$ cat src/rtl/sync_edge_multi.sv
// sync_edge_multi
//   Multi-channel conditioner for asynchronous inputs. Each channel runs an
//   N-stage synchroniser, then a glitch filter, then registered edge pulses.
//   The filter accepts a new level only after FILT_LEN consecutive samples
//   that disagree with the current level.
//   A per-channel mode selects which accepted edges produce an event pulse.
//
// Parameters
//   CH          number of independent channels (>=1)
//   SYNC_STAGES synchroniser flops per channel (>=2)
//   FILT_LEN    consecutive disagreeing samples needed to accept (>=1)
//
// Ports
//   clk        in   1     clock, all logic on posedge
//   rst        in   1     synchronous active-high reset
//   data_in    in   CH    asynchronous inputs
//   edge_mode  in   2*CH  ch i = [2i+1:2i]: 00 none, 01 rise, 10 fall, 11 both
//   level_out  out  CH    filtered, synchronised level
//   pos_out    out  CH    1-cycle pulse on accepted 0->1
//   neg_out    out  CH    1-cycle pulse on accepted 1->0
//   evt_out    out  CH    pos_out/neg_out gated by edge_mode
//   evt_clr    in   CH    clear of evt_flag (SYNC_EDGE_STICKY_EN only)
//   evt_flag   out  CH    sticky event flag (SYNC_EDGE_STICKY_EN only)
//
// Build option
//   SYNC_EDGE_STICKY_EN  adds evt_clr/evt_flag. When evt_clr and a new event
//                        arrive in the same cycle, the flag is set.
module sync_edge_multi #(
    parameter int CH          = 4,
    parameter int SYNC_STAGES = 2,
    parameter int FILT_LEN    = 4
) (
    input  logic            clk,
    input  logic            rst,
    input  logic [CH-1:0]   data_in,
    input  logic [2*CH-1:0] edge_mode,
    output logic [CH-1:0]   level_out,
    output logic [CH-1:0]   pos_out,
    output logic [CH-1:0]   neg_out,
    output logic [CH-1:0]   evt_out
`ifdef SYNC_EDGE_STICKY_EN
    ,
    input  logic [CH-1:0]   evt_clr,
    output logic [CH-1:0]   evt_flag
`endif
);

    localparam int CW = $clog2(FILT_LEN + 1);

    logic [CH-1:0][SYNC_STAGES-1:0] sync_q, sync_d;
    logic [CH-1:0][CW-1:0]          cnt_q, cnt_d;
    logic [CH-1:0] level_q, level_d;
    logic [CH-1:0] pos_q, pos_d;
    logic [CH-1:0] neg_q, neg_d;
    logic [CH-1:0] evt_q, evt_d;
    logic [CH-1:0] s_last;
    logic [CH-1:0] accept;

    always_comb begin
        sync_d  = '0;
        cnt_d   = '0;
        level_d = level_q;
        pos_d   = '0;
        neg_d   = '0;
        evt_d   = '0;
        s_last  = '0;
        accept  = '0;
        for (int i = 0; i < CH; i++) begin
            sync_d[i] = {sync_q[i][SYNC_STAGES-2:0], data_in[i]};
            s_last[i] = sync_q[i][SYNC_STAGES-1];
            accept[i] = (s_last[i] != level_q[i]) && (cnt_q[i] == CW'(FILT_LEN - 1));
            // Any agreeing sample leaves cnt_d at its default of 0, restarting the count.
            if (s_last[i] != level_q[i]) begin
                if (accept[i]) begin
                    level_d[i] = s_last[i];
                end else begin
                    cnt_d[i] = cnt_q[i] + CW'(1);
                end
            end
            pos_d[i] = accept[i] & s_last[i];
            neg_d[i] = accept[i] & ~s_last[i];
            evt_d[i] = (pos_d[i] & edge_mode[2*i]) | (neg_d[i] & edge_mode[2*i+1]);
        end
    end

    always_ff @(posedge clk) begin
        if (rst) begin
            sync_q  <= '0;
            cnt_q   <= '0;
            level_q <= '0;
            pos_q   <= '0;
            neg_q   <= '0;
            evt_q   <= '0;
        end else begin
            sync_q  <= sync_d;
            cnt_q   <= cnt_d;
            level_q <= level_d;
            pos_q   <= pos_d;
            neg_q   <= neg_d;
            evt_q   <= evt_d;
        end
    end

    assign level_out = level_q;
    assign pos_out   = pos_q;
    assign neg_out   = neg_q;
    assign evt_out   = evt_q;

`ifdef SYNC_EDGE_STICKY_EN
    logic [CH-1:0] flag_q, flag_d;

    // The OR with evt_d comes last, so a new event wins over a coincident clear.
    always_comb begin
        flag_d = (flag_q & ~evt_clr) | evt_d;
    end

    always_ff @(posedge clk) begin
        if (rst) begin
            flag_q <= '0;
        end else begin
            flag_q <= flag_d;
        end
    end

    assign evt_flag = flag_q;
`endif

endmodule

$ cat config.mk
export PLATFORM = sky130hd
export DESIGN_NAME = sync_edge_multi
export DESIGN_NICKNAME = d
export VERILOG_FILES = /design/src/rtl/sync_edge_multi.sv
export SDC_FILE = /design/constraint.sdc
export NUM_CORES = 1
export LEC_CHECK = 0
export CORE_MARGIN = 4
export CORE_UTILIZATION = 50
export CTS_BUF_LIST = sky130_fd_sc_hd__clkbuf_4
export CTS_CLUSTER_SIZE = 12
export DETAILED_ROUTE_END_ITERATION = 10
export PLACE_DENSITY_LB_ADDON = 0.15
export SETUP_SLACK_MARGIN = 0.15
export SLEW_MARGIN = 20
export SYNTH_ARGS = -nofsm -noshare
export SYNTH_HDL_FRONTEND = slang
export SYNTH_SLANG_ARGS = --single-unit
$ cat constraint.sdc
create_clock -name clk -period 1.4 [get_ports clk]
set_input_delay 0.14 -clock clk [delete_from_list [all_inputs] [get_ports clk]]
set_output_delay 0.14 -clock clk [all_outputs]
set_load 0.1 [all_outputs]
After elaboration in Yosys (flattened, before gate mapping)
Cells that the tools add are included.
- register bits: 36
- input bits: 14
- output and inout port bits: 16
- word-level logic and storage cells: 67
- add/sub/neg operators: 4
- equality and inequality tests: 8
- bitwise logic cells: 28
- reduce and logical (&&, ||, !) cells: 12
- operators with widths (cell ; number):
    1-bit AND ; 16
    3-bit by 1-bit adder with 3-bit output (second input constant) ; 4
    3-bit by 2-bit equality test with 1-bit output (second input constant) ; 4
    3-bit OR reduction ; 4
    1-bit inverter ; 8
    2-bit AND reduction ; 4
    1-bit logical AND ; 4
    1-bit != test ; 4
    1-bit bitwise OR ; 4

Depth between registers and ports, before layout
Gate-level depths: netlist of the first run.
- depth after elaboration: 5
- depth in mapped cells: 4
- mapped depth without buffers: 4

Least setup slack after synthesis of the first run
Ideal clock, no wire load.
- path kind: reg2reg
- start point: register level_q[3] (netlist: level_out[3])
- end point: register cnt_q[10] (netlist bit)
- library setup time: 0.088 ns
- data arrival time: 1.475 ns
- required time: 1.312 ns
- path slack: -0.163 ns
- cell stages (with the launch flop): 3
- buffers on the path: 0
- clock period less this slack: 1.563 ns
- path through: dfxtp_1 -> xnor2_1 -> nor4b_2
- word-level cells in the longest chain between the ends: 3
- elaborated cells on any way between the ends: 4
- those cells by class: 1 x eq/ne; 1 x bitwise; 2 x reduce/logical
- RTL lines (what ; RTL line ; source):
    from (decl) ; 52 ; logic [CH-1:0] level_q, level_d;
    from (signal assigned) ; 97 ; level_q <= level_d;
    1-bit != test * ; 71, 73 ;
    1-bit logical AND / 1-bit inverter (equally long branches) ; n/a ;
    3-bit OR reduction (no line) * ; n/a ;
    to (signal assigned) ; 96 ; cnt_q <= cnt_d;
    to (decl) ; 51 ; logic [CH-1:0][CW-1:0] cnt_q, cnt_d;
Every way passes the cells marked *; elsewhere a longest branch is shown, timed or not.
A chain may end at the register's enable or synchronous reset.

Final worst setup path of the first run
- start point: register cnt_q[0] (netlist bit)
- end point: register pos_q[0] (netlist: pos_out[0])
- word-level cells in the longest chain between the ends: 3
- RTL lines (what ; RTL line ; source):
    3-bit by 2-bit equality test with 1-bit output ; 71 ; accept[i] = (s_last[i] != level_q[i]) && (cnt_q[i] == CW'(FILT_LEN - 1));
    1-bit logical AND ; 71 ;
    1-bit AND ; 80 ; pos_d[i] = accept[i] & s_last[i];
    to (signal assigned) ; 98 ; pos_q <= pos_d;
    to (decl) ; 53 ; logic [CH-1:0] pos_q, pos_d;
Every way passes these cells.

==> flow_summary.json, run 1 <==
{
  "status": "finished clean",
  "p_per_area_nw_per_um2": 986,
  "coreArea_um2": 2450,
  "synth_top_family_by_area": "simple AND/OR/NAND/NOR gates",
  "cts_max_path_buffers": 2,
  "end_kind": "register",
  "synth-main-ff-cell": "dfxtp_1",
  "synth.most_common_cell": "dfxtp_1",
  "final_max_slew_viol_count": 0,
  "synthToLayoutAreaGrowth_pct": 46.3,
  "fmax_mhz": 878,
  "synth_nets": 129,
  "htree_levels": 2,
  "cap_violations": 0,
  "yosys.area.top_type": "dfxtp_1",
  "start_util_pct": 51.9,
  "ir_drop_uv": 1140,
  "die_y_um": 58.5,
  "die_w_um": 58.5,
  "grt_max_degree": 29,
  "viasPerCell": 4.94,
  "synth_top_area_share_pct": 56.5,
  "fillers": 150,
  "rr_worst_depth": 4,
  "grt_pass1_wl_mm": 3.65,
  "setup_violations": 0,
  "ys_seq_area_share_pct": 56.5,
  "crit_fanout": 5,
  "post_drt_wl_per_cell_um": 12.1,
  "clk_latency_ns": 0.33,
  "total_power_w": 0.00184,
  "register_area_um2": 726,
  "cts_sinks": 36,
  "ys_async_sr_fraction_pct": 0,
  "holdPathStages": 2,
  "gp_congestion": 0.689,
  "nets": 163,
  "synth_area_um2": 1270,
  "skew_ns": 0.00874,
  "detail-route-antenna-nets": 0,
  "cts_made_buffers": 5,
  "max-slew-margin-rel_pct": 76.6,
  "min_from": "data_in[3]",
  "final_cells": 172,
  "cts_root_buffer": "clkbuf_4",
  "totalWireLength_mm": 2.08,
  "multi_input_area_um2": 537,
  "rsz0062_at_grt": "no",
  "synthMuxAreaShare_pct": 3.14,
  "rows": 18,
  "synthCells": 107,
  "overflow": 0,
  "critPathLaunchType": "register",
  "synth_cell_types": 16,
  "synth_edf_count": 0,
  "post-cts-setup-buffer-count": 0,
  "ys_top_cells_by_area": "dfxtp_1, ha_1, nand3b_1",
  "grt_pass1_vias": 858,
  "ys_ff_latch": 36,
  "drive_gt1_share_pct": 27.5,
  "worstMarginPinSlew_ns": 0.348,
  "ys_warn_count": 0,
  "layout_setup_ws_ns": 0.261,
  "synth_adder_area_share_pct": 7.85,
  "numPortBuffers": 29,
  "cts_tree": "built",
  "antenna_found_initial": 0,
  "ioPinCount": 30,
  "cts_hold_buf": 0,
  "path_clk_slew_ns": 0.11,
  "avgSynthCellArea_um2": 11.9,
  "synth_compound_area_share_pct": 1.57,
  "required_ns": 1.65,
  "drt-pass1-iter-count": 4,
  "placedCellCount": 164,
  "design.die.area_um2": 3420,
  "pre_cts_ws_ns": 0.135,
  "finalHoldViolations": 0,
  "r2r_start": "cnt_q[0]$_SDFF_PP0_",
  "synth-xor-area-share_pct": 2.75,
  "drc": 0,
  "drtIter0Drc": 18,
  "min_period_ns": 1.14,
  "synthSimpleGateAreaFrac_pct": 25.1,
  "worstPathArrival_ns": 1.39,
  "place_hpwl_mm": 1.48,
  "p_leak_nw": 0.649,
  "cp-startpoint": "cnt_q[0]$_SDFF_PP0_",
  "finalCritPeriodShare_pct": 81.4,
  "path_class": "register to register",
  "grt_use_total_pct": 14.4,
  "diodes": 0,
  "vias": 850,
  "hold_class": "primary input to register",
  "fin_tns_setup_ns": 0
}
cell families after synthesis:
kind of cell             count (synthesis)
buffers and inverters                    7
AND/OR/NAND/NOR                         44
adder cells (fa/ha/maj)                  8
multiplexers                             4
AO/OA/AOI/OAI                            4
XOR/XNOR                                 4
flip-flops                              36
final cells by class:
cell class | instances | area share [%]
flip-flops and latches | 36 | 38.9
multi-input cells | 64 | 28.8
repair buffers | 30 | 25.2
clock inverters | 3 | 2.28
clock buffers | 5 | 2.01
well taps | 30 | 2.01
inverters | 4 | 0.805
per-layer routing:
layer	global-route usage, %	vias up	wire, µm
met5	0	-	0
met4	6.95	0	37
met3	6.36	5	122
met2	23.3	18	990
met1	16.1	388	926
li1	-	439	-
worst paths after layout:
kind,slack (ns),to
max reg2reg,0.26,pos_out[0]$_SDFF_PP0_
min,0.35,sync_d[7]$_SDFF_PP0_
max,0.26,pos_out[0]$_SDFF_PP0_
min reg2reg,0.44,cnt_q[6]$_SDFF_PP0_
timing repair:
action,4_1_cts,5_1_grt
endpoints found under the hold margin,0,0
resized for setup,1,5
pin swaps,0,0
endpoints found under the setup margin,1,11
cell usage in the layout (no fill, tap or decap):
master,synthesis,final
clkinv_2,0,1
nor2_1,4,4
a21oi_1,4,4
mux2i_1,4,4
nor2b_1,8,8
nor3b_1,8,7
nor4_1,8,7
nand2b_1,4,4
nor3b_2,0,1
buf_12,0,17
clkinvlp_4,0,1
nand3b_1,8,8
clkdlybuf4s50_1,0,13
nor4_2,0,1
ha_1,8,4
clkbuf_4,0,5
ha_2,0,4
dfxtp_2,0,4
xnor2_1,4,4
inv_1,4,4
nor4b_2,4,4
bufinv_16,0,1
dfxtp_1,36,32
critical path: stages, from the launching register on:
cell and delay (ns):
dfxtp_1 0.35, ha_1 0.15, ha_2 0.24, nand2b_1 0.13, nor3b_1 0.20
flip-flops by register name, indices dropped and copies added (netlist names):
name	flops
cnt_q	12
evt_out	4
level_out	4
neg_out	4
pos_out	4
s_last	4
sync_d	4
per-stage QoR:
step | hold slack (ns) | instance area [µm²] | util, %
2_1_floorplan | 0.268 | 1280 | -
3_3_place_gp | 0.415 | 1760 | 71.9
3_5_place_dp | 0.426 | 1760 | 71.9
4_1_cts | 0.339 | 1850 | 75.2
5_1_grt | 0.344 | 1870 | 76.0
6_report | 0.350 | 1870 | 76.0
power by group:
group	internal (W)	switching (W)	leakage (nW)
registers	0.00104	0.0000100	0.294
logic	0.0000538	0.0000261	0.314
clock network	0.000372	0.000340	0.0412
Note: power is estimated with default switching activity, not from simulation.
==> inputs of run 2 (changes only) <==
- clock period: 1.4 -> 1.08 ns (I/O delays scaled with it)
==> run 2 against run 1 <==
The flow now finishes with violations (negative setup slack). Combinational power increased by 80%. Sequential power increased by 30%. Count of clock-buffer cells in the layout unchanged. Worst setup slack got worse by 0.27 ns. Design area increased by 19%. Register-to-register slack got worse by 0.27 ns. Final cell count increased by 5.8%. Critical path type unchanged. Largest cell class is now multi-input gates.
==> flow_summary.json, run 2 (same netlist as run 1, synthesis figures left out) <==
{
  "total_power_w": 0.00221,
  "start_util_pct": 51.9,
  "synthToLayoutAreaGrowth_pct": 74.1,
  "violations": "negative setup slack",
  "totalWireLength_mm": 3.47,
  "post_drt_wl_per_cell_um": 19.1,
  "ff2ff_setup_slack_ns": -0.007,
  "crit_fanout": 5,
  "hold_class": "primary input to register",
  "cts_sinks": 36,
  "viasPerCell": 5.43,
  "end_kind": "register",
  "clk_latency_ns": 0.35,
  "status": "finished, violations left",
  "largest_reg_flops": 12,
  "crit_path_top_delay_cell": "dfxtp_4",
  "rsz0062_at_grt": "yes",
  "cts_max_path_buffers": 2,
  "design.die.area_um2": 3420,
  "grt_use_total_pct": 19.9,
  "numPortBuffers": 29,
  "cts_made_buffers": 5,
  "p_per_area_nw_per_um2": 997,
  "drt-pass1-iter-count": 4,
  "worstMarginPinSlew_ns": 0.375,
  "max-slew-margin-rel_pct": 74.9,
  "layout_common_cells": "dfxtp_2, buf_12, clkdlybuf4s50_1",
  "vias": 989,
  "coreArea_um2": 2450,
  "finalHoldViolations": 0,
  "holdPathStages": 2,
  "place_hpwl_mm": 1.75,
  "die_y_um": 58.5,
  "min_period_ns": 1.09,
  "overflow": 0,
  "cap_violations": 0,
  "r2r_start": "cnt_q[3]$_SDFF_PP0_",
  "die_w_um": 58.5,
  "fin_tns_setup_ns": -0.00720,
  "required_ns": 1.32,
  "largest-register": "cnt_q",
  "cp-startpoint": "cnt_q[3]$_SDFF_PP0_",
  "cp_common_cell": "ha_4",
  "ioPinCount": 30,
  "worstPathArrival_ns": 1.33,
  "crit_chain": "ha_4, ha_4, mux2i_1, nor2_1",
  "final_max_slew_viol_count": 0,
  "grt_pass1_vias": 1019,
  "cts_hold_buf": 0,
  "cp_slowest_stage_delay_ns": 0.37,
  "hold_ws_ns": 0.303,
  "skew_ns": 0.00639,
  "critPathLaunchType": "register",
  "layout_commonest_cell": "dfxtp_2",
  "grt_max_degree": 26,
  "ir_drop_uv": 1050,
  "rows": 18,
  "p_leak_nw": 0.740,
  "rr_worst_depth": 4,
  "cts_tree": "built",
  "cts_root_buffer": "clkbuf_4",
  "finalCritPeriodShare_pct": 101,
  "detail-route-antenna-nets": 0,
  "gp_congestion": 0.666,
  "drc": 0,
  "diodes": 0,
  "nets": 173,
  "setup_violations": 1,
  "drtIter0Drc": 13,
  "grt_pass1_wl_mm": 4.89,
  "path_class": "register to register",
  "min_to": "sync_d[7]$_SDFF_PP0_",
  "path_clk_slew_ns": 0.12,
  "layout_setup_ws_ns": -0.00720,
  "antenna_found_initial": 0,
  "regToRegEndpoint": "level_out[1]$_SDFFE_PP0P_",
  "min_from": "data_in[3]",
  "fmax_mhz": 920,
  "drive_gt1_share_pct": 61.2,
  "htree_levels": 2
}
==> run 2: layer usage <==
layer	vias to the layer above	global-route usage, %	wire [µm]
li1	464	-	-
met1	485	20.7	1370
met2	33	34.3	1860
met3	7	7.24	154
met4	0	11.3	86
met5	-	0	0
==> run 2: through the flow <==
stage / cells / instance area (µm²) / util (%) / setup WS [ns]
after global routing: 182 / 2220 / 90.4 / -0.0624
final: 182 / 2220 / 90.4 / -0.00720
after detailed placement: 166 / 1980 / 80.6 / -0.204
after CTS: 180 / 2130 / 86.6 / 0.0316
after global placement: 166 / 1980 / 80.6 / -0.0819
after floorplan: 107 / 1480 / - / 0.118
==> run 2: worst max-delay path by stage <==
stage	end	slack, ns	depth (start not counted)
6_report	level_out[1]$_SDFFE_PP0P_	-0.007	4
4_1_cts	neg_out[3]$_SDFF_PP0_	0.03	4
2_1_floorplan	cnt_q[10]$_SDFF_PP0_	0.12	2
3_5_place_dp	neg_out[3]$_SDFF_PP0_	-0.20	4
5_1_grt	level_out[1]$_SDFFE_PP0P_	-0.06	4
3_3_place_gp	pos_out[1]$_SDFF_PP0_	-0.08	4
==> run 2: layout make-up <==
type | instances | area [µm²]
multi-input cells | 64 | 806
inverters | 4 | 15.0
clock buffers | 5 | 37.5
well taps | 30 | 37.5
flip-flops and latches | 36 | 764
fillers | 99 | 235
clock inverters | 3 | 13.8
repair buffers | 40 | 546
==> run 2: critical path: cells and delay by family (launching register included) <==
| family | cells | cell delay [ns] |
|---|---|---|
| mux | 1 | 0.24 |
| fa+ha+maj | 2 | 0.32 |
| flops | 1 | 0.37 |
| simple gates | 1 | 0.06 |
==> run 2: what timing repair did <==
action,4_1_cts,5_1_grt
setup buffers,6,2
pin swaps,5,5
resized for setup,9,14
endpoints found under the setup margin,44,44
gates cloned,0,0
==> run 2: power breakdown <==
part / switching [W] / internal (W) / total (W) / leakage (nW)
combinational: 0.0000503 / 0.0000940 / 0.000144 / 0.402
sequential: 0.0000241 / 0.00133 / 0.00136 / 0.306
clock: 0.000471 / 0.000239 / 0.000710 / 0.0324
==> inputs of run 3 (changes only) <==
--- a/config.mk
+++ b/config.mk
@@ -12,3 +12,3 @@
 export DETAILED_ROUTE_END_ITERATION = 10
-export PLACE_DENSITY_LB_ADDON = 0.15
+export PLACE_DENSITY = 0.88
 export SETUP_SLACK_MARGIN = 0.15
--- a/constraint.sdc
+++ b/constraint.sdc
@@ -3,2 +3,2 @@
 set_output_delay 0.108 -clock clk [all_outputs]
-set_load 0.1 [all_outputs]
+set_load 0.005 [all_outputs]
==> run 3 against run 2 <==
The run now ends clean. Non-clock buffer count shrank 3. Design area shrank 12%. Worst setup slack gained 0.029 ns. Worst hold slack gained 0.021 ns. Flip-flop and latch count is the same. Highest routed layer unchanged. Register-to-register slack gained 0.03 ns. Utilization shrank 11 points. Count of clock-buffer cells in the layout grew 2. Combinational power shrank 8%. Clock power grew 1%.
==> flow_summary.json, run 3 (same netlist as run 1, synthesis figures left out) <==
{
  "critPathLaunchType": "register",
  "finalHoldViolations": 0,
  "cts_tree": "built",
  "p_per_area_nw_per_um2": 1140,
  "worstPathArrival_ns": 1.28,
  "final_max_slew_viol_count": 0,
  "start_util_pct": 51.9,
  "path_clk_slew_ns": 0.10,
  "required_ns": 1.30,
  "regToRegEndpoint": "level_out[2]$_SDFFE_PP0P_",
  "grt_max_degree": 27,
  "coreArea_um2": 2450,
  "grt_pass1_vias": 967,
  "p_leak_nw": 0.674,
  "drc": 0,
  "min_from": "data_in[2]",
  "worstMarginPinSlew_ns": 0.387,
  "crit_fanout": 5,
  "cts_root_buffer": "clkbuf_4",
  "diodes": 0,
  "final_area_um2": 1950,
  "grt_pass1_wl_mm": 4.31,
  "ff2ff_setup_slack_ns": 0.02,
  "setup_violations": 0,
  "die_w_um": 58.5,
  "drt-pass1-iter-count": 4,
  "design.die.area_um2": 3420,
  "path_class": "register to register",
  "viasPerCell": 5.26,
  "overflow": 0,
  "place_hpwl_mm": 1.71,
  "fmax_mhz": 945,
  "layout_commonest_cell": "dfxtp_1",
  "drive_gt1_share_pct": 57.0,
  "nets": 170,
  "skew_ns": 0.0110,
  "numPortBuffers": 29,
  "post_drt_wl_per_cell_um": 15.1,
  "grt_use_total_pct": 17.2,
  "die_y_um": 58.5,
  "utilization_pct": 79.3,
  "fillers": 147,
  "clk_latency_ns": 0.33,
  "status": "finished clean",
  "total_power_w": 0.00221,
  "hold_class": "primary input to register",
  "cts_made_buffers": 5,
  "min_period_ns": 1.06,
  "synthToLayoutAreaGrowth_pct": 52.6,
  "antenna_found_initial": 0,
  "totalWireLength_mm": 2.71,
  "htree_levels": 2,
  "cts_sinks": 36,
  "largest_reg_flops": 12,
  "ir_drop_uv": 1070,
  "largest-register": "cnt_q",
  "placedCellCount": 169,
  "end_kind": "register",
  "holdPathStages": 2,
  "cap_violations": 0,
  "ioPinCount": 30,
  "rows": 18,
  "placedInstanceArea_um2": 1750,
  "hold_ws_ns": 0.325,
  "min_to": "sync_d[5]$_SDFF_PP0_",
  "r2r_start": "cnt_q[6]$_SDFF_PP0_",
  "detail-route-antenna-nets": 0,
  "drtIter0Drc": 28,
  "finalCritPeriodShare_pct": 98.0,
  "layout_common_cells": "dfxtp_1, dfxtp_2, clkdlybuf4s50_1, buf_2",
  "rsz0062_at_grt": "yes",
  "cts_max_path_buffers": 2,
  "rr_worst_depth": 4,
  "max-slew-margin-rel_pct": 74.0,
  "gp_congestion": 0.730,
  "final_cells": 179,
  "vias": 941
}
-- run 3: final cells by class --
class,instances,area [µm²],share of cell area (%)
Clock buffer,7,52.6,2.70
Clock inverter,1,3.75,0.193
Inverter,4,15.0,0.772
Multi-Input combinational cell,64,800,41.1
Sequential cell,36,742,38.1
Tap cell,30,37.5,1.93
Timing Repair Buffer,37,295,15.2
-- run 3: where the power goes --
group          switching [W]  leakage, nW  internal, W
Combinational      0.0000479        0.341    0.0000850
Clock               0.000417       0.0338     0.000301
Sequential         0.0000183        0.300      0.00134
Total               0.000483        0.674      0.00173
-- run 3: timing repair --
item	in CTS	in global routing
setup endpoints to repair	44	31
gates resized for setup	87	16
hold endpoints to repair	0	0
gates cloned	0	0
hold buffers	0	0
setup buffers	2	0
pin swaps	9	4
-- run 3: worst max-delay path by stage --
stage                        startpoint                   endpoint  slack [ns]
global route        cnt_q[6]$_SDFF_PP0_  level_out[2]$_SDFFE_PP0P_       -0.05
finish              cnt_q[6]$_SDFF_PP0_  level_out[2]$_SDFFE_PP0P_        0.02
floorplan           cnt_q[9]$_SDFF_PP0_       cnt_q[11]$_SDFF_PP0_        0.13
global placement                    rst        cnt_q[9]$_SDFF_PP0_       -0.08
CTS                 cnt_q[3]$_SDFF_PP0_        cnt_q[5]$_SDFF_PP0_        0.05
detailed placement                  rst      neg_out[2]$_SDFF_PP0_       -0.17
-- run 3: routing by layer --
metal / global-route usage, % / part of all wire (%)
met3: 5.48 / 4.4
met5: 0 / 0
met1: 18.5 / 42
met4: 6.95 / 1.1
met2: 30.9 / 52
-- run 3: worst max-delay path, stage by stage, from the launching register on --
cell,delay (ns)
dfxtp_2,0.37
ha_4,0.14
ha_4,0.19
mux2i_1,0.21
nor2_1,0.05
-- run 3: stage by stage --
stage	setup WS, ns	TNS, ns
after global placement	-0.0798	-0.797
final	0.0221	0
after floorplan	0.128	0
after detailed placement	-0.166	-1.82
after CTS	0.0481	0
after global routing	-0.0537	-0.207
